<file path="config.mk">
export PLATFORM = sky130hd
export DESIGN_NAME = z80_in_wait_ctrl
export DESIGN_NICKNAME = d
export VERILOG_FILES = /design/src/rtl/z80_in_wait_ctrl.sv
export SDC_FILE = /design/constraint.sdc
export NUM_CORES = 1
export LEC_CHECK = 0
export BUFFER_PORTS_ARGS = -buffer_cell sky130_fd_sc_hd__buf_2
export CELL_PAD_IN_SITES_DETAIL_PLACEMENT = 0
export CELL_PAD_IN_SITES_GLOBAL_PLACEMENT = 1
export CORE_UTILIZATION = 31
export CTS_BUF_LIST = sky130_fd_sc_hd__clkbuf_4 sky130_fd_sc_hd__clkbuf_8 sky130_fd_sc_hd__clkbuf_16
export DETAILED_ROUTE_END_ITERATION = 10
export PLACE_DENSITY = 0.81
export SLEW_MARGIN = 20
export SYNTH_ARGS = -nofsm -noshare
export SYNTH_HDL_FRONTEND = slang
export SYNTH_SLANG_ARGS = --single-unit
</file>
<file path="constraint.sdc">
create_clock -name clk -period 3 [get_ports clk]
set_clock_uncertainty 0.1 [all_clocks]
set_input_delay 0.6 -clock clk [delete_from_list [all_inputs] [get_ports clk]]
set_output_delay 0.6 -clock clk [all_outputs]
set_load 0.05 [all_outputs]
</file>
<file path="src/rtl/z80_in_wait_ctrl.sv">
// Z80 IN-cycle responder: stalls the CPU on reads of SLOW_PORT until the slow source answers.
// Optional watchdog release is built when IN_WAIT_TIMEOUT_EN is defined.
module z80_in_wait_ctrl #(
  parameter logic [7:0] SLOW_PORT    = 8'hEC,
  parameter logic [7:0] TIMEOUT      = 8'd32,
  parameter logic [7:0] TIMEOUT_DATA = 8'hFF
) (
  input  logic       clk,
  input  logic       reset,
  input  logic [7:0] TRS_A,
  input  logic       TRS_IN,
  input  logic [7:0] src_dout,
  input  logic       src_dout_rdy,
  output logic       TRS_WAIT,
  output logic [7:0] TRS_Q,
  output logic       TRS_Q_OE,
  output logic       busy,
  output logic       timeout_flag
);

  typedef enum logic [1:0] {
    IDLE     = 2'd0,
    WAIT_RDY = 2'd1,
    HOLD     = 2'd2,
    TOUT     = 2'd3
  } state_t;

  state_t     state_q;
  logic       in_d_q;
  logic       hit_d;
  logic       hit_q;
  logic       trs_wait_q;
  logic [7:0] trs_q_q;
  logic       trs_q_oe_q;
`ifdef IN_WAIT_TIMEOUT_EN
  logic [7:0] wdog_q;
  logic       tflag_q;
`endif

  // Only a rising edge of TRS_IN on our port starts a transaction; the
  // registered hit gives the two-clock TRS_IN-to-WAIT latency.
  assign hit_d = TRS_IN & ~in_d_q & (TRS_A == SLOW_PORT);

  always_ff @(posedge clk) begin
    if (reset) begin
      state_q    <= IDLE;
      in_d_q     <= 1'b0;
      hit_q      <= 1'b0;
      trs_wait_q <= 1'b0;
      trs_q_q    <= 8'h00;
      trs_q_oe_q <= 1'b0;
`ifdef IN_WAIT_TIMEOUT_EN
      wdog_q     <= 8'd0;
      tflag_q    <= 1'b0;
`endif
    end else begin
      in_d_q <= TRS_IN;
      hit_q  <= hit_d;
      unique case (state_q)
        IDLE: begin
          if (hit_q) begin
            state_q    <= WAIT_RDY;
            trs_wait_q <= 1'b1;
`ifdef IN_WAIT_TIMEOUT_EN
            wdog_q     <= 8'd0;
`endif
          end
        end
        WAIT_RDY: begin
          // Abort outranks a simultaneous ready; the byte is then dropped.
          if (!TRS_IN) begin
            trs_wait_q <= 1'b0;
            state_q    <= IDLE;
          end else if (src_dout_rdy) begin
            trs_q_q    <= src_dout;
            trs_wait_q <= 1'b0;
            trs_q_oe_q <= 1'b1;
            state_q    <= HOLD;
          end
`ifdef IN_WAIT_TIMEOUT_EN
          else if (wdog_q == TIMEOUT - 8'd1) begin
            trs_q_q    <= TIMEOUT_DATA;
            trs_wait_q <= 1'b0;
            trs_q_oe_q <= 1'b1;
            tflag_q    <= 1'b1;
            state_q    <= TOUT;
          end else begin
            wdog_q <= wdog_q + 8'd1;
          end
`endif
        end
        HOLD, TOUT: begin
          if (!TRS_IN) begin
            trs_q_oe_q <= 1'b0;
            state_q    <= IDLE;
          end
        end
        default: state_q <= IDLE;
      endcase
    end
  end

  assign TRS_WAIT = trs_wait_q;
  assign TRS_Q    = trs_q_q;
  assign TRS_Q_OE = trs_q_oe_q;
  assign busy     = (state_q != IDLE);

`ifdef IN_WAIT_TIMEOUT_EN
  assign timeout_flag = tflag_q;
`else
  logic unused_cfg;
  assign unused_cfg   = ^{TIMEOUT, TIMEOUT_DATA};
  assign timeout_flag = 1'b0;
`endif

endmodule

</file>
# Yosys cells after proc, flatten, opt, wreduce, memory -nomap -nowiden
# Index checks and enable logic that the tools add are counted.
# op_classes
eq_ne	9
muxes	13
n_bitwise	3
n_reduce_logical	9
# op_table
cell	count
3-bit AND reduction	3
8-bit equality test, second input constant	1
2-bit 2-to-1 mux	4
2-bit != test, second input constant	4
1-bit 2-to-1 mux	6
2-bit one-hot mux with 3 select lines	1
2-bit nonzero test	3
2-bit equality test, second input constant	2
1-bit one-hot mux with 2 select lines	2
4-bit AND reduction	1
3-bit != test, second input constant	1
1-bit AND	2
2-bit by 1-bit equality test with 1-bit output, second input constant	1
2-bit logical NOT	1
2-bit OR reduction	1
1-bit NOT	1
# totals
reg_bits	14
output_inout_bits	12
word_cells	40

# Logic depth before layout (Yosys ltp)
# logic_depth
ltp_word	4
depth_mapped	4

# Worst setup path before layout
# Ideal clock, no wire load.
# synth_timing
path_type	register to output
startpoint	reg state_q[0]
endpoint	out busy
arrival_ns	0.761
t_required_ns	2.300
slack_ns	1.539
path_stages_with_launch	2
cell_sequence	dfxtp_1 -> or2_2
# synth_between
elab_chain_len	1
# synth_lines
element	line_no	text
start: declaration	28	state_t state_q;
start signal: assignment	46	state_q <= IDLE;
start signal: assignment	62	state_q <= WAIT_RDY;
start signal: assignment	73	state_q <= IDLE;
2-bit nonzero test	106	assign busy = (state_q != IDLE);
end: declaration	17	output logic busy,
# Every way passes these cells.

# Worst setup path after layout
# Ends and elaborated chain as after synthesis.

==> flow_summary.toml <==
[outcome]
status = "finished clean"

[detailed_routing]
vias = 523
drc = 0
totalWireLength_mm = 1.138
drtIter0Drc = 2
drt-wirelength-per-cell_um = 9.644
drtPass1Iterations = 2
drtAntennaViolNets = 0
via_per_inst = 4.432

[synthesis]
avgSynthCellArea_sq_um = 9.056
ys_ff_latch = 14
synth-simple-area-share_pct = 31.14
synthMuxAreaShare_pct = 0
yosys_warnings = 0
yosysUniqueCellTypes = 20
synth_fa_ha_area_share_pct = 0
yosysSeqAreaShare_pct = 49.12
syn-num-nets = 83
syn-cell-area_sq_um = 570.5
synth_top_family_by_area = "simple AND/OR/NAND/NOR gates"
synth_compound_area_share_pct = 15.13
synth-xor-area-share_pct = 0
synthCells = 63

[floorplanning]
initial_core_util_pct = 33.04
dieArea_sq_um = 2016
core_region_area_sq_um = 1727
ioPinCount = 32
dieWidth_um = 44.90
die_height_um = 44.90
rows = 15

[critical_path]
r2r_slack_ns = 1.78
rr_endpoint = "TRS_Q[4]"
cp-end-kind = "output pin"
worstPathRequired_ns = 2.30
cp-startpoint = "state_q[0]"
cpPeakStageDelay_ns = 0.37
critPathKind = "flop to output pin"
r2r_start = "state_q[0]"
worstSetupStartpointType = "flop"
worst-r2r-cell-count = 3
cp_cell_sequence = "or2_2 > buf_2"
crit_arrival_ns = 1.15
cp_slowest_cell = "dfxtp_1"
worst-path-max-fanout = 7

[clock_network]
cts_max_level = 1
clk_latency_ns = 0.27
root_buffer = "clkbuf_4"
clk_pin_slew_ns = 0.08
cts.repair.resized = 0
clk_path_buf_depth = 2
cts_setup_buffers = 0
cts_hold_buf = 0
cts_sinks = 14
cts_buffers = 3
tritoncts = "done"

[pwr]
p_per_area_nw_per_um2 = 414.3
leakagePower_nw = 0.3609
seqPwrFrac_pct = 59.6
internal_power_uw = 244.4
switching_power_uw = 68.78
p_sw_share_pct = 21.97
ir_worst_vdd_uv = 194.1
p_comb_share_pct = 7.4
clkPwrFrac_pct = 33.0

[worst_hold_path]
min_path_cells = 2
min_to = "TRS_Q[0]"
hp-start = "TRS_Q[0]"
min_path_type = "flop to flop"

[cells_and_area]
syn2layout_area_growth_pct = 32.46
utilization_pct = 43.77
num_antenna_cells = 0
drive_gt1_share_pct = 43.01
fin_cells = 118
fin_nets = 115

[flow_run]
cap_violations = 0

[grt]
track_usage_pct = 12.90
overflow = 0
grt_pass1_vias = 461
grt_max_degree = 13
antenna_found_initial = 0
grt_pass1_wl_mm = 1.876

[timing]
hold_viol_final = 0
fin_crit_ns = 1.849
max_freq_ghz = 0.5408
min_period_over_period_pct = 61.64
grt_setup_unrepaired = "false"
finalSetupTns_ns = 0
whs_ns = 0.3539
setup_viol = 0
slew_viol_final = 0
fin_ws_ns = 1.151

[placed_design]
gp_congestion = 0.7181
post-place-ws_ns = 1.383
numPortBuffers = 30
post-dp-hpwl_um = 854.7
post-place-cells = 115
==> metrics by stage <==
stage               total power, mW  area [sq um]
detailed placement           0.2142         733.2
finish                       0.3131         755.7
CTS                          0.3181         755.7
global placement             0.2138         733.2
floorplan                    0.2005         570.5
global route                 0.3273         755.7
==> kinds of logic (layout without fill, tap and decap cells) <==
group	count (synthesis)	in the layout
simple gates	29	29
compound gates	15	15
flops	14	14
buf+inv	4	34
other cells	1	1
==> per-layer routing <==
metal  part of all wire (%)  up-vias  track usage (%)
li1                       -      272                -
met5                      0        -                0
met2                     47       18            19.41
met4                   0.53        0            7.273
met1                     45      231            16.58
met3                    7.6        2            3.600
==> power groups by stage <==
stage               registers (mW)  logic [mW]  clock network [mW]
floorplan                    0.191     0.00949                   0
global placement             0.191      0.0227                   0
detailed placement           0.191      0.0233                   0
CTS                          0.187      0.0233               0.108
global route                 0.187      0.0253               0.115
finish                       0.187      0.0231               0.103
==> state kept, by name, summed over array words and instances (netlist names) <==
| signal | flops |
|---|---|
| TRS_WAIT | 1 |
| TRS_Q_OE | 1 |
| state_q | 2 |
| in_d_q | 1 |
| hit_q | 1 |
| TRS_Q | 8 |
==> Yosys cell counts (all sizes together) <==
| cell | n | share of area (%) |
|---|---|---|
| nand4b | 2 | 5.3 |
| or2 | 1 | 1.1 |
| and2b | 1 | 1.8 |
| buf | 2 | 2.6 |
| o21ai | 2 | 1.8 |
| inv | 1 | 0.66 |
| nor2b | 3 | 3.3 |
| conb | 1 | 0.66 |
| clkbuf | 1 | 0.66 |
| nor4b | 1 | 2.6 |
| dfxtp | 14 | 49 |
| o21bai | 1 | 1.3 |
| and4b | 2 | 3.5 |
| nand2b | 1 | 1.1 |
| a21oi | 11 | 11 |
| nor3b | 1 | 1.3 |
| a31oi | 1 | 1.1 |
| nand2 | 16 | 11 |
| nor2 | 1 | 0.66 |
==> cells in the final DEF (no fill, tap or decap) <==
cell      instances
a21oi_2           2
o21bai_1          1
a31oi_1           1
nor3b_1           1
dfxtp_1          14
nor2b_1           3
nor4b_2           1
nor2_1            1
nand2b_1          1
conb_1            1
nand2_1          16
nand4b_2          2
and2b_4           1
o21ai_0           2
clkbuf_4          3
a21oi_1           9
buf_2            30
or2_2             1
and4b_1           2
inv_1             1
==> final cells by class <==
type	instances	area [sq um]
fill	191	970.9
clock buffer	3	22.52
multi-input combinational	45	267.8
tap	25	31.28
timing repair buffer	30	150.1
inverter	1	3.754
sequential	14	280.3
==> critical path: cells and delay by family, from the launching register on <==
family                 cells  cell delay (ns)
DFF                        1             0.37
buffers and inverters      1             0.21
and+or+nand+nor            1             0.30
==> worst max-delay path by stage <==
stage | to | slack (ns) | depth (start not counted)
after floorplan | busy | 1.54 | 1
after global placement | hit_q | 1.42 | 4
after detailed placement | hit_q | 1.38 | 4
after CTS | busy | 1.14 | 2
after global routing | busy | 1.10 | 2
final | busy | 1.15 | 2
No activity file was read; power rests on OpenSTA's default activity.
